==> src/rtl/spi_pkg.sv <==
// spi_pkg: shared FSM encoding and SPI mode constants
package spi_pkg;
  typedef enum logic [1:0] {IDLE = 2'd0, LOAD = 2'd1, SHIFT = 2'd2} state_t;
  localparam bit CPOL_LOW   = 1'b0;
  localparam bit CPOL_HIGH  = 1'b1;
  localparam bit CPHA_LEAD  = 1'b0;
  localparam bit CPHA_TRAIL = 1'b1;
endpackage

==> src/rtl/spi_slave_param_if.sv <==
// spi_slave_param_if: parallel tx/rx handshake and status bundle of the SPI slave
interface spi_slave_param_if #(parameter int WIDTH = 8);
  logic [WIDTH-1:0] tx_data;
  logic             tx_valid;
  logic             tx_ready;
  logic [WIDTH-1:0] rx_data;
  logic             rx_valid;
  logic             rx_ready;
  logic             rx_overrun;
  logic             tx_underrun;
  logic             busy;
  modport slave (input tx_data, tx_valid, rx_ready,
                 output tx_ready, rx_data, rx_valid, rx_overrun, tx_underrun, busy);
  modport master (output tx_data, tx_valid, rx_ready,
                  input tx_ready, rx_data, rx_valid, rx_overrun, tx_underrun, busy);
endinterface

==> src/rtl/spi_sync_edge.sv <==
// spi_sync_edge: multi-flop synchroniser with rise/fall pulse detection
module spi_sync_edge #(
  parameter int SYNC_STAGES = 2,
  parameter bit RST_VAL     = 1'b0
) (
  input  logic clk,
  input  logic rst_n,
  input  logic d,
  output logic q,
  output logic rise,
  output logic fall
);
  logic [SYNC_STAGES-1:0] sync_q, sync_d;
  logic prev_q, prev_d;
  // shift the async input down the chain and remember the last synchronised value
  always_comb begin
    sync_d = {sync_q[SYNC_STAGES-2:0], d};
    prev_d = sync_q[SYNC_STAGES-1];
  end
  // reset to the idle level so release never looks like an edge
  always_ff @(posedge clk or negedge rst_n) begin
    if (!rst_n) begin
      sync_q <= {SYNC_STAGES{RST_VAL}};
      prev_q <= RST_VAL;
    end else begin
      sync_q <= sync_d;
      prev_q <= prev_d;
    end
  end
  assign q    = sync_q[SYNC_STAGES-1];
  assign rise = q & ~prev_q;
  assign fall = ~q & prev_q;
endmodule

==> src/rtl/spi_slave_param.sv <==
// spi_slave_param: parameterised SPI slave with tx holding register and rx handshake
module spi_slave_param import spi_pkg::*; #(
  parameter int WIDTH       = 8,
  parameter bit CPOL        = 1'b0,
  parameter bit CPHA        = 1'b0,
  parameter int SYNC_STAGES = 2
) (
  input  logic clk,
  input  logic rst_n,
  input  logic sck,
  input  logic mosi,
  input  logic ssel,
  output logic miso,
  output logic miso_oe,
  spi_slave_param_if.slave bus
);
  localparam int CW = $clog2(WIDTH);
  logic sck_s, sck_rise, sck_fall;
  logic mosi_s, mosi_rise, mosi_fall;
  logic ssel_s, ssel_rise, ssel_fall;
  logic lead, trail, sample_e, shift_e, done, reload;
  logic [WIDTH-1:0] word;
  logic unused_edges;
  state_t state_q, state_d;
  logic [CW-1:0] cnt_q, cnt_d;
  logic [WIDTH-1:0] rx_shift_q, rx_shift_d, tx_shift_q, tx_shift_d;
  logic [WIDTH-1:0] hold_q, hold_d, rx_data_q, rx_data_d;
  logic hold_full_q, hold_full_d, rx_valid_q, rx_valid_d;
  logic ovr_q, ovr_d, und_q, und_d, skip_q, skip_d, miso_q, miso_d;

  spi_sync_edge #(.SYNC_STAGES(SYNC_STAGES), .RST_VAL(CPOL)) u_sck (
    .clk(clk), .rst_n(rst_n), .d(sck), .q(sck_s), .rise(sck_rise), .fall(sck_fall));
  spi_sync_edge #(.SYNC_STAGES(SYNC_STAGES), .RST_VAL(1'b0)) u_mosi (
    .clk(clk), .rst_n(rst_n), .d(mosi), .q(mosi_s), .rise(mosi_rise), .fall(mosi_fall));
  spi_sync_edge #(.SYNC_STAGES(SYNC_STAGES), .RST_VAL(1'b1)) u_ssel (
    .clk(clk), .rst_n(rst_n), .d(ssel), .q(ssel_s), .rise(ssel_rise), .fall(ssel_fall));

  assign unused_edges = ^{mosi_rise, mosi_fall, ssel_rise, sck_s};
  assign lead     = (CPOL == CPOL_LOW) ? sck_rise : sck_fall;
  assign trail    = (CPOL == CPOL_LOW) ? sck_fall : sck_rise;
  assign sample_e = (CPHA == CPHA_LEAD) ? lead : trail;
  assign shift_e  = (CPHA == CPHA_LEAD) ? trail : lead;
  assign word     = {rx_shift_q[WIDTH-2:0], mosi_s};
  assign done     = (state_q == SHIFT) && sample_e && (cnt_q == CW'(WIDTH-1));
  assign reload   = (state_q == LOAD) || done;

  // next-state: frame FSM, shifters, holding register and rx handshake
  always_comb begin
    state_d     = state_q;
    cnt_d       = cnt_q;
    rx_shift_d  = rx_shift_q;
    tx_shift_d  = tx_shift_q;
    hold_d      = hold_q;
    hold_full_d = hold_full_q;
    rx_data_d   = rx_data_q;
    rx_valid_d  = rx_valid_q & ~bus.rx_ready;
    ovr_d       = 1'b0;
    und_d       = 1'b0;
    skip_d      = skip_q;
    if (state_q == IDLE && ssel_fall) state_d = LOAD;
    if (state_q == LOAD) begin
      state_d = SHIFT;
      skip_d  = (CPHA == CPHA_TRAIL);
    end
    if (state_q == SHIFT && sample_e) begin
      rx_shift_d = word;
      cnt_d      = done ? '0 : cnt_q + 1'b1;
    end
    // the first shift edge after a (re)load only exposes the new MSB
    if (state_q == SHIFT && shift_e) begin
      tx_shift_d = skip_q ? tx_shift_q : tx_shift_q << 1;
      skip_d     = 1'b0;
    end
    if (done) begin
      skip_d = 1'b1;
      if (!rx_valid_q || bus.rx_ready) begin
        rx_data_d  = word;
        rx_valid_d = 1'b1;
      end else ovr_d = 1'b1;
    end
    if (reload) begin
      tx_shift_d  = hold_full_q ? hold_q : '0;
      hold_full_d = 1'b0;
      und_d       = ~hold_full_q;
    end
    // a write lands after any reload so it refills a just-emptied register
    if (bus.tx_valid && !hold_full_q) begin
      hold_d      = bus.tx_data;
      hold_full_d = 1'b1;
    end
    // deselect aborts the frame but keeps the holding register
    if (ssel_s) begin
      state_d    = IDLE;
      cnt_d      = '0;
      rx_shift_d = '0;
      tx_shift_d = '0;
      skip_d     = 1'b0;
    end
    miso_d = (state_d == IDLE) ? 1'b0 :
             ((CPHA == CPHA_LEAD) || (state_q == SHIFT && shift_e)) ? tx_shift_d[WIDTH-1] : miso_q;
  end

  // state and registered outputs, cleared asynchronously
  always_ff @(posedge clk or negedge rst_n) begin
    if (!rst_n) begin
      state_q     <= IDLE;
      cnt_q       <= '0;
      rx_shift_q  <= '0;
      tx_shift_q  <= '0;
      hold_q      <= '0;
      hold_full_q <= 1'b0;
      rx_data_q   <= '0;
      rx_valid_q  <= 1'b0;
      ovr_q       <= 1'b0;
      und_q       <= 1'b0;
      skip_q      <= 1'b0;
      miso_q      <= 1'b0;
    end else begin
      state_q     <= state_d;
      cnt_q       <= cnt_d;
      rx_shift_q  <= rx_shift_d;
      tx_shift_q  <= tx_shift_d;
      hold_q      <= hold_d;
      hold_full_q <= hold_full_d;
      rx_data_q   <= rx_data_d;
      rx_valid_q  <= rx_valid_d;
      ovr_q       <= ovr_d;
      und_q       <= und_d;
      skip_q      <= skip_d;
      miso_q      <= miso_d;
    end
  end

  assign miso            = miso_q;
  assign miso_oe         = (state_q != IDLE);
  assign bus.busy        = (state_q == SHIFT);
  assign bus.tx_ready    = ~hold_full_q;
  assign bus.rx_data     = rx_data_q;
  assign bus.rx_valid    = rx_valid_q;
  assign bus.rx_overrun  = ovr_q;
  assign bus.tx_underrun = und_q;
endmodule

==> src/flat_wrapper.sv <==
// flat-port wrapper written by rule: the top's interface ports become plain ports
module spi_slave_param_flat import spi_pkg::*;
#(
  parameter int WIDTH       = 8,
  parameter bit CPOL        = 1'b0,
  parameter bit CPHA        = 1'b0,
  parameter int SYNC_STAGES = 2
)
  (clk, rst_n, sck, mosi, ssel, miso, miso_oe, bus_tx_data, bus_tx_valid, bus_rx_ready, bus_tx_ready, bus_rx_data, bus_rx_valid, bus_rx_overrun, bus_tx_underrun, bus_busy);
  spi_slave_param_if #(.WIDTH(WIDTH)) bus_i ();
  input  logic clk;
  input  logic rst_n;
  input  logic sck;
  input  logic mosi;
  input  logic ssel;
  output logic miso;
  output logic miso_oe;
  input wire logic [$bits(bus_i.tx_data)-1:0] bus_tx_data;
  input wire logic [$bits(bus_i.tx_valid)-1:0] bus_tx_valid;
  input wire logic [$bits(bus_i.rx_ready)-1:0] bus_rx_ready;
  output wire logic [$bits(bus_i.tx_ready)-1:0] bus_tx_ready;
  output wire logic [$bits(bus_i.rx_data)-1:0] bus_rx_data;
  output wire logic [$bits(bus_i.rx_valid)-1:0] bus_rx_valid;
  output wire logic [$bits(bus_i.rx_overrun)-1:0] bus_rx_overrun;
  output wire logic [$bits(bus_i.tx_underrun)-1:0] bus_tx_underrun;
  output wire logic [$bits(bus_i.busy)-1:0] bus_busy;
  assign bus_i.tx_data = bus_tx_data;
  assign bus_i.tx_valid = bus_tx_valid;
  assign bus_i.rx_ready = bus_rx_ready;
  assign bus_tx_ready = bus_i.tx_ready;
  assign bus_rx_data = bus_i.rx_data;
  assign bus_rx_valid = bus_i.rx_valid;
  assign bus_rx_overrun = bus_i.rx_overrun;
  assign bus_tx_underrun = bus_i.tx_underrun;
  assign bus_busy = bus_i.busy;
  spi_slave_param #(.WIDTH(WIDTH), .CPOL(CPOL), .CPHA(CPHA), .SYNC_STAGES(SYNC_STAGES)) u_core (.clk(clk), .rst_n(rst_n), .sck(sck), .mosi(mosi), .ssel(ssel), .miso(miso), .miso_oe(miso_oe), .bus(bus_i));
endmodule
==> config.mk <==
export PLATFORM = sky130hd
export DESIGN_NAME = spi_slave_param_flat
export DESIGN_NICKNAME = d
export VERILOG_FILES = /design/src/rtl/spi_pkg.sv /design/src/rtl/spi_slave_param_if.sv /design/src/rtl/spi_sync_edge.sv /design/src/rtl/spi_slave_param.sv /design/src/flat_wrapper.sv
export SDC_FILE = /design/constraint.sdc
export NUM_CORES = 1
export LEC_CHECK = 0
export BUFFER_PORTS_ARGS = -buffer_cell sky130_fd_sc_hd__clkbuf_2
export CAP_MARGIN = 20
export CORE_UTILIZATION = 60
export DETAILED_ROUTE_END_ITERATION = 8
export PLACE_DENSITY = 0.83
export SYNTH_ARGS = -nofsm -noshare
export SYNTH_HDL_FRONTEND = slang
export SYNTH_HIERARCHICAL = 1
export SYNTH_SLANG_ARGS = --single-unit
==> constraint.sdc <==
create_clock -name clk -period 3.1 [get_ports clk]
set_clock_uncertainty 0.15 [all_clocks]
set_input_delay 0.155 -clock clk [delete_from_list [all_inputs] [get_ports clk]]
set_output_delay 0.155 -clock clk [all_outputs]
set_load 0.02 [all_outputs]
==> results_tabular.tex, run 1 <==
\begin{tabular}{lr}
\hline
Metric & Value \\
\hline
\multicolumn{2}{l}{\textbf{Pwr}} \\
\quad Peak supply drop & $\sim$350 uV \\
\quad Leak Pwr & around 1.2 nW \\
\quad Power density normalized to cell area & 542 nW/um\^{}2 \\
\multicolumn{2}{l}{\textbf{Place}} \\
\quad PortBufs & 29 \\
\quad Pre-CTS setup slack & between 800 and 900 ps \\
\quad Final RePlAce weighted congestion & 0.807 \\
\quad Half-perimeter wire length after placement & approximately 2500 um \\
\multicolumn{2}{l}{\textbf{Clock tree}} \\
\quad H-tree levels & 2 \\
\quad Number of clock buffers inserted by TritonCTS & 5 \\
\quad Number of hold-repair buffers added at the cts stage & 13 \\
\quad Sink Count & 50 \\
\quad Clock-pin slew on the worst setup and hold paths & $\sim$130 ps \\
\quad Clock latency on the worst-skew pair & roughly 360 ps \\
\quad Clock tree from TritonCTS & yes \\
\quad PostCTS Resize Cnt & 0 \\
\quad Maximum buffer depth of the clock tree & 2 \\
\quad Post-CTS setup buffer count & 0 \\
\quad CTS root buffer & sky130\_fd\_sc\_hd\_\_clkbuf\_4 \\
\multicolumn{2}{l}{\textbf{Timing}} \\
\quad Fraction of the cycle the final worst path needs & 0.737 \\
\quad Final TNS setup & 0 ps \\
\quad Worst-margin pin slew & approximately 800 ps \\
\quad Worst-case setup margin in the final layout & $\sim$820 ps \\
\quad Min cycle time layout & 2280 ps \\
\quad Unrepaired setup endpoints after global routing & false \\
\quad Max-slew headroom & 0.477 \\
\quad Setup violators final & 0 \\
\quad Count of final max-slew check failures & 0 \\
\quad Timing-limited maximum frequency & about 440 MHz \\
\quad Endpoints failing hold & 0 \\
\multicolumn{2}{l}{\textbf{Global route}} \\
\quad Wire length of the first global-routing pass & about 6400 um \\
\quad Pin count of the biggest net entering global routing & 34 \\
\quad Number of antenna violations at the first check in global routing & 0 \\
\quad GRT Residual Overflow & 0 \\
\quad Global Route Usage Sum & 0.247 \\
\quad Via count of the first global-routing pass & between 1000 and 1500 \\
\multicolumn{2}{l}{\textbf{Outcome}} \\
\quad Result of the run & completed \\
\multicolumn{2}{l}{\textbf{Final layout}} \\
\quad \# fillers & 240 \\
\quad Layout Area Growth over Synthesis & 16.5\% \\
\quad Share of cells above drive strength 1 & 0.312 \\
\quad Layout Nets & 221 \\
\quad Number of inserted diodes & 0 \\
\quad Core Util, Final & 0.729 \\
\multicolumn{2}{l}{\textbf{Setup path}} \\
\quad CP Class & flop to flop \\
\quad Arrival time worst endpoint & 2400 ps \\
\quad Worst Path Required & 3210 ps \\
\quad Maximum fanout along the worst path & 13 \\
\quad Worst Setup End Kind & flop \\
\quad Sort of element at the start of the critical path & flop \\
\multicolumn{2}{l}{\textbf{Drt}} \\
\quad Total length of routed wires & 3860 um \\
\quad Length of the first detailed-routing pass in iterations & 4 \\
\quad Number of DRC violations after detailed routing & 0 \\
\quad Number of nets with antenna violations after routing & 0 \\
\quad Number of design-rule violations left by the first detailed-router iteration & around 100 \\
\quad Average routed wire per standard cell & 15.4 um \\
\quad Total via count after detailed routing & 1400 \\
\quad Vias per inst & $\sim$5.6 \\
\multicolumn{2}{l}{\textbf{Floorplanning}} \\
\quad Placeable core region & around 3300 um\^{}2 \\
\quad Chip width & a little over 60 um \\
\quad \# rows & 21 \\
\quad Initial cell density of the core & 0.626 \\
\quad Area of the die & 3720 um\^{}2 \\
\quad Ports placed on the boundary & 30 \\
\quad Die span in y & between 60 and 70 um \\
\multicolumn{2}{l}{\textbf{Yosys}} \\
\quad Post-Syn Area per Cell & approximately 13 um\^{}2 \\
\quad Count of mapped cells out of synthesis & around 170 \\
\quad Synth Warn \# & 6 \\
\quad Nets in the synthesized netlist & approximately 180 \\
\quad Cell area after synthesis & approximately 2100 um\^{}2 \\
\multicolumn{2}{l}{\textbf{Worst hold path}} \\
\quad Hold Path Class & input pin to flop \\
\multicolumn{2}{l}{\textbf{Flow run}} \\
\quad Number of max-cap violations & 0 \\
\hline
\end{tabular}
==> layout make-up <==
class | instances | area [um^2] | area share
flip-flops and latches | 50 | 1250 | 0.516
multi-input cells | 101 | 747 | 0.307
repair buffers | 43 | 283 | 0.116
clock buffers | 8 | 78.8 | 0.0324
well taps | 46 | 57.6 | 0.0237
inverters | 3 | 11.3 | 0.00463
==> flip-flops by register name, indices dropped and copies added, names as in the netlist <==
name	flops
u_core/bus.tx_underrun	1
u_core/hold_full_q	1
u_core/u_sck/sync_q	2
u_core/u_sck/prev_q	1
u_core/hold_q	8
u_core/u_ssel/prev_q	1
u_core/rx_shift_q	7
u_core/skip_q	1
u_core/state_q	2
u_core/bus.rx_overrun	1
u_core/bus.rx_data	8
u_core/miso	1
u_core/tx_shift_q	8
u_core/cnt_q	3
u_core/bus.rx_valid	1
u_core/u_ssel/sync_q	2
u_core/u_mosi/sync_q	2
==> metal layers <==
metal  share of wire  up-vias  global-route usage
met5               0        -                   0
met1            0.42      707               0.315
met3           0.029        7              0.0661
met4           0.019        0              0.0974
li1                -      652                   -
met2            0.53       34               0.403
==> final timing paths <==
kind | startpoint | cells past startpoint | to | slack, ps
worst max-delay path | u_core/cnt_q[0] | 5 | u_core/bus.rx_data[3] | 820
worst min-delay path | bus_tx_valid | 3 | u_core/hold_full_q | 180
worst max register to register | u_core/cnt_q[0] | 5 | u_core/bus.rx_data[3] | 820
worst min register to register | u_core/u_mosi/sync_q[0] | 0 | u_core/u_mosi/sync_q[1] | 220
max in group asynchronous | rst_n | 3 | u_core/u_ssel/sync_q[1] | 1770
min in group asynchronous | rst_n | 2 | u_core/state_q[1] | 240
==> placed cells by master (no fill, tap or decap), types with 6 or more instances in the layout <==
cell type                        n
sky130_fd_sc_hd__a311oi_1        6
sky130_fd_sc_hd__mux2_2         16
sky130_fd_sc_hd__nor2_1         12
sky130_fd_sc_hd__mux2i_1         9
sky130_fd_sc_hd__clkbuf_2       29
sky130_fd_sc_hd__dfrtp_1        47
sky130_fd_sc_hd__dlygate4sd3_1  13
sky130_fd_sc_hd__a22oi_1         7
sky130_fd_sc_hd__nand2_1        18
==> critical path: stages, from the launching register on <==
cell	delay, ps
sky130_fd_sc_hd__dfrtp_1	390
sky130_fd_sc_hd__ha_1	160
sky130_fd_sc_hd__ha_1	250
sky130_fd_sc_hd__nand4b_4	220
sky130_fd_sc_hd__nor2b_1	600
sky130_fd_sc_hd__mux2_2	410
==> per-stage QoR <==
stage | std cells | area (um^2) | hold slack, ps | total power (W)
after floorplan | 167 | 2090 | -291 | 0.000913
after global placement | 230 | 2220 | 96.9 | 0.000959
after detailed placement | 230 | 2220 | 106 | 0.000971
after CTS | 251 | 2430 | 152 | 0.00133
after global routing | 251 | 2430 | 171 | 0.00138
final | 251 | 2430 | 185 | 0.00132
==> report_power, final <==
group / internal (W) / leakage [nW] / switching (W) / total, W
registers: 0.000727 / 0.652 / 0.0000686 / 0.000796
clock network: 0.000155 / 0.0446 / 0.000191 / 0.000346
logic: 0.0000978 / 0.545 / 0.0000782 / 0.000176
total: 0.000980 / 1.24 / 0.000338 / 0.00132
(Power assumes the default switching activity.)
==> inputs of run 2 (changes only) <==
--- a/config.mk
+++ b/config.mk
@@ -7,9 +7,9 @@
 export LEC_CHECK = 0
 export BUFFER_PORTS_ARGS = -buffer_cell sky130_fd_sc_hd__clkbuf_2
 export CAP_MARGIN = 20
-export CORE_UTILIZATION = 60
+export CORE_UTILIZATION = 50
 export DETAILED_ROUTE_END_ITERATION = 8
-export PLACE_DENSITY = 0.83
+export PLACE_DENSITY = 0.74
 export SYNTH_ARGS = -nofsm -noshare
 export SYNTH_HDL_FRONTEND = slang
 export SYNTH_HIERARCHICAL = 1
==> constraint.sdc (replaced) <==
create_clock -name clk -period 2 [get_ports clk]
set_clock_uncertainty 0.15 [all_clocks]
set_input_delay 0.1 -clock clk [delete_from_list [all_inputs] [get_ports clk]]
set_output_delay 0.1 -clock clk [all_outputs]
set_load 0.02 [all_outputs]
==> results_tabular.tex, run 2 (same netlist as run 1, synthesis figures left out) <==
\begin{tabular}{lr}
\hline
Metric & Value \\
\hline
\multicolumn{2}{l}{\textbf{Place}} \\
\quad Number of instances in the placed design & 240 (+4.3\%) \\
\quad Final RePlAce weighted congestion & 0.790 (-2.2\%) \\
\quad Half-perimeter wire length after placement & 2650 um (+4.8\%) \\
\quad PortBufs & 29 (unchanged) \\
\multicolumn{2}{l}{\textbf{Setup path}} \\
\quad Slowest stage cell, crit path & sky130\_fd\_sc\_hd\_\_dfrtp\_1 \\
\quad Dominant delay contributor by cell family on the critical path & flip-flops \\
\quad Worst Path Required & 2040 ps (-1170 ps) \\
\quad Worst Setup End Kind & flop \\
\quad Maximum fanout along the worst path & 9 (-4) \\
\quad Sort of element at the start of the critical path & flop \\
\quad Worst-path cell chain & ha\_1, ha\_2, nand4b\_4, nor2b\_1, buf\_4, mux2\_2 \\
\quad CP Class & flop to flop \\
\quad Number of buffer and inverter stages on the critical path & 1 (+1) \\
\quad Instance count on the critical path & 6 (+1) \\
\quad Arrival time worst endpoint & 1900 ps (-500 ps) \\
\quad Reg2Reg Depth & 6 (+1) \\
\quad Highest cell delay on the worst timing path & 380 ps (-220 ps) \\
\multicolumn{2}{l}{\textbf{Global route}} \\
\quad Wire length of the first global-routing pass & 6600 um (+3.1\%) \\
\quad GRT Residual Overflow & 0 (unchanged) \\
\quad Pin count of the biggest net entering global routing & 51 (+50\%) \\
\quad Global Route Usage Sum & 0.206 (-0.0404) \\
\quad Number of antenna violations at the first check in global routing & 0 (unchanged) \\
\quad Via count of the first global-routing pass & 1383 (-1.0\%) \\
\multicolumn{2}{l}{\textbf{Pwr}} \\
\quad Switch Pwr & 0.000564 W (+67\%) \\
\quad Proportion of power drawn by flip-flops and latches & 0.569 (-0.035) \\
\quad Leak Pwr & 1.28 nW (+2.8\%) \\
\quad Combinational cell fraction of total power & 0.137 (+0.004) \\
\quad Clock power frac & 0.294 (+0.031) \\
\quad Int Power & 0.00160 W (+64\%) \\
\quad Peak supply drop & 575 uV (+67\%) \\
\quad Share of total power consumed by net switching & 0.260 (+0.00391) \\
\quad Power density normalized to cell area & 864 nW/um\^{}2 (+59\%) \\
\multicolumn{2}{l}{\textbf{Floorplanning}} \\
\quad Die span in y & 66.6 um (+9.2\%) \\
\quad \# rows & 23 (+9.5\%) \\
\quad Ports placed on the boundary & 30 (unchanged) \\
\quad Area of the die & 4440 um\^{}2 (+19\%) \\
\quad Initial cell density of the core & 0.522 (-0.104) \\
\quad Chip width & 66.6 um (+9.2\%) \\
\quad Placeable core region & 4000 um\^{}2 (+20\%) \\
\multicolumn{2}{l}{\textbf{Drt}} \\
\quad Average routed wire per standard cell & 15.5 um (+0.62\%) \\
\quad Vias per inst & 5.42 (-2.8\%) \\
\quad Total via count after detailed routing & 1415 (+1.1\%) \\
\quad Number of design-rule violations left by the first detailed-router iteration & 96 (-6.8\%) \\
\quad Number of DRC violations after detailed routing & 0 (unchanged) \\
\quad Length of the first detailed-routing pass in iterations & 4 (unchanged) \\
\quad Total length of routed wires & 4040 um (+4.6\%) \\
\quad Number of nets with antenna violations after routing & 0 (unchanged) \\
\multicolumn{2}{l}{\textbf{Clock tree}} \\
\quad CTS root buffer & sky130\_fd\_sc\_hd\_\_clkbuf\_8 \\
\quad Maximum buffer depth of the clock tree & 2 (unchanged) \\
\quad H-tree levels & 2 (unchanged) \\
\quad Clock latency on the worst-skew pair & 310 ps (-50 ps) \\
\quad Post-CTS setup buffer count & 0 (unchanged) \\
\quad Sink Count & 50 (unchanged) \\
\quad Clock tree from TritonCTS & yes \\
\quad Clock-pin slew on the worst setup and hold paths & 90 ps (-40 ps) \\
\quad Number of clock buffers inserted by TritonCTS & 5 (unchanged) \\
\multicolumn{2}{l}{\textbf{Worst hold path}} \\
\quad Hold Path Class & input pin to flop \\
\quad Hold depth & 4 (+1) \\
\multicolumn{2}{l}{\textbf{Timing}} \\
\quad Count of final max-slew check failures & 0 (unchanged) \\
\quad Timing-limited maximum frequency & 537 MHz (+23\%) \\
\quad Final TNS setup & 0 ps (unchanged) \\
\quad Worst-margin pin slew & 608 ps (-177 ps) \\
\quad Setup violators final & 0 (unchanged) \\
\quad Unrepaired setup endpoints after global routing & false \\
\quad Max-slew headroom & 0.595 (+0.118) \\
\quad Fraction of the cycle the final worst path needs & 0.931 (+0.194) \\
\quad Endpoints failing hold & 0 (unchanged) \\
\quad Min cycle time layout & 1860 ps (-423 ps) \\
\multicolumn{2}{l}{\textbf{Final layout}} \\
\quad Share of cells above drive strength 1 & 0.336 (+0.0243) \\
\quad Number of inserted diodes & 0 (unchanged) \\
\quad Post-Layout Cell Count & 261 (+4.0\%) \\
\quad Layout Area Growth over Synthesis & 20.3\% \\
\quad Most frequent standard cell in the layout excluding fill and tap cells & sky130\_fd\_sc\_hd\_\_dfrtp\_1 \\
\quad \# fillers & 328 (+37\%) \\
\quad Footprint of the multi-input gates & 749 um\^{}2 (+0.34\%) \\
\quad Area occupied by registers & 1250 um\^{}2 (unchanged) \\
\quad Layout Nets & 227 (+2.7\%) \\
\quad Top library cells by usage in the layout, fill and taps aside & 47 x sky130\_fd\_sc\_hd\_\_dfrtp\_1, 29 x sky130\_fd\_sc\_hd\_\_clkbuf\_2, 18 x sky130\_fd\_sc\_hd\_\_nand2\_1 \\
\multicolumn{2}{l}{\textbf{Flow run}} \\
\quad Number of max-cap violations & 0 (unchanged) \\
\multicolumn{2}{l}{\textbf{Outcome}} \\
\quad Result of the run & completed \\
\hline
\end{tabular}
run 2: area by class of cell:
| cell class | count | area share |
|---|---|---|
| Inverter | 3 | 0.00448 |
| Timing Repair Buffer | 49 | 0.131 |
| Tap cell | 50 | 0.0249 |
| Clock inverter | 1 | 0.00349 |
| Sequential cell | 50 | 0.500 |
| Multi-Input combinational cell | 101 | 0.298 |
| Clock buffer | 7 | 0.0384 |
run 2: power groups by stage:
stage	sequential (W)	clock, W	combinational (W)
after CTS	0.00123	0.000659	0.000293
final	0.00123	0.000638	0.000297
after global routing	0.00124	0.000689	0.000326
after global placement	0.00124	0	0.000260
after detailed placement	0.00125	0	0.000272
after floorplan	0.00119	0	0.000223
run 2: worst paths after layout:
kind	startpoint	to	slack, ps
worst max-delay path	u_core/cnt_q[0]	u_core/bus.rx_data[5]	140
worst min-delay path	bus_tx_valid	u_core/hold_full_q	190
worst max register to register	u_core/cnt_q[0]	u_core/bus.rx_data[5]	140
worst min register to register	u_core/u_ssel/sync_q[0]	u_core/u_ssel/sync_q[1]	210
max in group asynchronous	rst_n	u_core/skip_q	1010
min in group asynchronous	rst_n	u_core/tx_shift_q[4]	270
run 2: stage by stage:
step | power (W) | util | hold slack [ps] | cell area [um^2] | setup slack, ps
2_1_floorplan | 0.00142 | - | -346 | 2090 | 295
3_3_place_gp | 0.00150 | 0.568 | 37.7 | 2270 | 183
3_5_place_dp | 0.00152 | 0.568 | 42.4 | 2270 | 116
4_1_cts | 0.00218 | 0.627 | 145 | 2510 | 95.0
5_1_grt | 0.00226 | 0.628 | 197 | 2510 | 44.7
6_report | 0.00217 | 0.628 | 189 | 2510 | 139
run 2: tightest hold or removal path, cell delays in order:
cell and delay, ps:
sky130_fd_sc_hd__clkbuf_2 70, sky130_fd_sc_hd__nor2b_1 140, sky130_fd_sc_hd__buf_4 200, sky130_fd_sc_hd__a21o_1 100
run 2: repair_timing:
action                                 in CTS  in global routing
setup endpoints to repair                   0                  4
hold buffers                               13                  0
resized for setup                           0                  1
endpoints found under the hold margin      60                  0
run 2: routing by layer:
layer / up-vias / wire length, um / GRT usage
li1: 665 / - / -
met1: 707 / 1740 / 0.256
met2: 33 / 2060 / 0.337
met3: 10 / 151 / 0.0445
met4: 0 / 97 / 0.104
met5: - / 0 / 0
==> inputs of run 3 (changes only) <==
--- a/config.mk
+++ b/config.mk
@@ -9,7 +9,7 @@
 export CAP_MARGIN = 20
 export CORE_UTILIZATION = 50
 export DETAILED_ROUTE_END_ITERATION = 8
-export PLACE_DENSITY = 0.74
+export PLACE_DENSITY = 0.81
 export SYNTH_ARGS = -nofsm -noshare
 export SYNTH_HDL_FRONTEND = slang
 export SYNTH_HIERARCHICAL = 1
==> results_tabular.tex, run 3 (same netlist as run 1, synthesis figures left out) <==
\begin{tabular}{lr}
\hline
Metric & Value \\
\hline
\multicolumn{2}{l}{\textbf{Pwr}} \\
\quad Power density normalized to cell area & 872 nW/um\^{}2 (+0.99\%) \\
\quad Peak supply drop & 618 uV (+7.4\%) \\
\quad Leak Pwr & 1.28 nW (+0.45\%) \\
\quad Overall power & 0.00220 W (+1.4\%) \\
\multicolumn{2}{l}{\textbf{Timing}} \\
\quad Unrepaired setup endpoints after global routing & false \\
\quad Endpoints failing hold & 0 (unchanged) \\
\quad Max-slew headroom & 0.582 (-0.0130) \\
\quad Fraction of the cycle the final worst path needs & 0.923 (-0.00745) \\
\quad Final TNS setup & 0 ps (unchanged) \\
\quad Count of final max-slew check failures & 0 (unchanged) \\
\quad Min cycle time layout & 1850 ps (-14.9 ps) \\
\quad Timing-limited maximum frequency & 542 MHz (+0.81\%) \\
\quad Worst-margin pin slew & 627 ps (+19.5 ps) \\
\quad Setup violators final & 0 (unchanged) \\
\multicolumn{2}{l}{\textbf{Setup path}} \\
\quad Worst Setup End Kind & flop \\
\quad Worst Path Required & 2030 ps (about the same) \\
\quad Sort of element at the start of the critical path & flop \\
\quad Reg-to-Reg Start & u\_core/cnt\_q[0] \\
\quad Arrival time worst endpoint & 1880 ps (-20 ps) \\
\quad Terminus of the critical flop-to-flop path & u\_core/bus.rx\_data[0] \\
\quad Reg2Reg Depth & 6 (unchanged) \\
\quad Maximum fanout along the worst path & 8 (-1) \\
\quad R2r setup slk & 150 ps (about the same) \\
\quad CP Class & flop to flop \\
\multicolumn{2}{l}{\textbf{Floorplanning}} \\
\quad Die span in y & 66.6 um (unchanged) \\
\quad Ports placed on the boundary & 30 (unchanged) \\
\quad Initial cell density of the core & 0.522 (unchanged) \\
\quad Area of the die & 4440 um\^{}2 (unchanged) \\
\quad Chip width & 66.6 um (unchanged) \\
\quad Placeable core region & 4000 um\^{}2 (unchanged) \\
\quad \# rows & 23 (unchanged) \\
\multicolumn{2}{l}{\textbf{Place}} \\
\quad Half-perimeter wire length after placement & 2490 um (-5.9\%) \\
\quad PortBufs & 29 (unchanged) \\
\quad Final RePlAce weighted congestion & 0.818 (+3.6\%) \\
\multicolumn{2}{l}{\textbf{Worst hold path}} \\
\quad Hold depth & 4 (unchanged) \\
\quad WHS Endpoint & u\_core/hold\_full\_q \\
\quad Hold Path Class & input pin to flop \\
\quad Launch point of the worst hold path & bus\_tx\_valid \\
\multicolumn{2}{l}{\textbf{Final layout}} \\
\quad Layout Nets & 227 (unchanged) \\
\quad \# fillers & 316 (-3.7\%) \\
\quad Number of inserted diodes & 0 (unchanged) \\
\quad Share of cells above drive strength 1 & 0.322 (-0.0142) \\
\quad Top library cells by usage in the layout, fill and taps aside & 47 x sky130\_fd\_sc\_hd\_\_dfrtp\_1, 29 x sky130\_fd\_sc\_hd\_\_clkbuf\_2, 18 x sky130\_fd\_sc\_hd\_\_nand2\_1 \\
\quad Most frequent standard cell in the layout excluding fill and tap cells & sky130\_fd\_sc\_hd\_\_dfrtp\_1 \\
\quad Layout Area Growth over Synthesis & 20.8\% \\
\multicolumn{2}{l}{\textbf{Clock tree}} \\
\quad Clock tree from TritonCTS & yes \\
\quad Number of clock buffers inserted by TritonCTS & 5 (unchanged) \\
\quad H-tree levels & 2 (unchanged) \\
\quad PostCTS Resize Cnt & 0 (unchanged) \\
\quad Clock latency on the worst-skew pair & 300 ps (about the same) \\
\quad Post-CTS setup buffer count & 0 (unchanged) \\
\quad CTS root buffer & sky130\_fd\_sc\_hd\_\_clkbuf\_8 \\
\quad Clock-pin slew on the worst setup and hold paths & 90 ps (about the same) \\
\quad Number of hold-repair buffers added at the cts stage & 13 (unchanged) \\
\quad Maximum buffer depth of the clock tree & 2 (unchanged) \\
\quad Sink Count & 50 (unchanged) \\
\multicolumn{2}{l}{\textbf{Outcome}} \\
\quad Result of the run & completed \\
\multicolumn{2}{l}{\textbf{Drt}} \\
\quad Number of DRC violations after detailed routing & 0 (unchanged) \\
\quad Number of nets with antenna violations after routing & 0 (unchanged) \\
\quad Length of the first detailed-routing pass in iterations & 4 (unchanged) \\
\quad Vias per inst & 5.39 (-0.57\%) \\
\quad Total via count after detailed routing & 1407 (-0.57\%) \\
\quad Average routed wire per standard cell & 14.4 um (-7.1\%) \\
\quad Number of design-rule violations left by the first detailed-router iteration & 49 (-49\%) \\
\quad Total length of routed wires & 3760 um (-7.1\%) \\
\multicolumn{2}{l}{\textbf{Global route}} \\
\quad Number of antenna violations at the first check in global routing & 0 (unchanged) \\
\quad Wire length of the first global-routing pass & 6290 um (-4.8\%) \\
\quad Via count of the first global-routing pass & 1337 (-3.3\%) \\
\quad Global Route Usage Sum & 0.198 (-0.00857) \\
\quad GRT Residual Overflow & 0 (unchanged) \\
\quad Pin count of the biggest net entering global routing & 27 (-47\%) \\
\multicolumn{2}{l}{\textbf{Flow run}} \\
\quad Number of max-cap violations & 0 (unchanged) \\
\hline
\end{tabular}
==> run 3: final cells by class <==
cell class	instances	area, um^2	area share
clock inverters	1	30.0	0.0119
repair buffers	49	340	0.135
clock buffers	7	76.3	0.0303
multi-input cells	101	747	0.296
flip-flops and latches	50	1250	0.498
well taps	50	62.6	0.0248
inverters	3	11.3	0.00446
==> run 3: per-layer routing <==
layer / share of wire / routed length (um) / track usage
met5: 0 / 0 / 0
met4: 0.011 / 42 / 0.0798
met1: 0.47 / 1760 / 0.287
met2: 0.47 / 1780 / 0.280
met3: 0.048 / 181 / 0.0514
==> run 3: how the worst max path moves through the flow <==
stage / startpoint / to / slack, ps / cells past startpoint
final: u_core/cnt_q[0] / u_core/bus.rx_data[0] / 150 / 6
after floorplan: u_core/cnt_q[0] / u_core/bus.rx_data[0] / 290 / 6
after global placement: u_core/state_q[1] / u_core/tx_shift_q[3] / 240 / 3
after CTS: u_core/cnt_q[0] / u_core/bus.rx_data[0] / 140 / 6
after global routing: u_core/state_q[1] / u_core/tx_shift_q[5] / 60 / 3
after detailed placement: u_core/cnt_q[0] / u_core/bus.rx_data[0] / 160 / 6
==> run 3: power by group <==
group          internal (W)  switching (W)
Sequential          0.00113      0.0000953
Combinational      0.000162       0.000129
Clock              0.000374       0.000312
==> run 3: critical path, stage by stage (launching register included) <==
cell and delay, ps:
sky130_fd_sc_hd__dfrtp_1 370, sky130_fd_sc_hd__ha_1 160, sky130_fd_sc_hd__ha_1 250, sky130_fd_sc_hd__nand4b_4 130
sky130_fd_sc_hd__nor2b_1 140, sky130_fd_sc_hd__buf_4 180, sky130_fd_sc_hd__mux2_2 350
==> run 3: stage by stage <==
stage	hold slack (ps)	std cells	util	setup slack, ps	cell area (um^2)
floorplan	-346	167	-	295	2090
global placement	-4.26	240	0.571	235	2290
detailed placement	-7.45	240	0.571	156	2290
CTS	163	261	0.631	143	2520
global route	187	261	0.631	61.4	2520
finish	167	261	0.631	154	2520
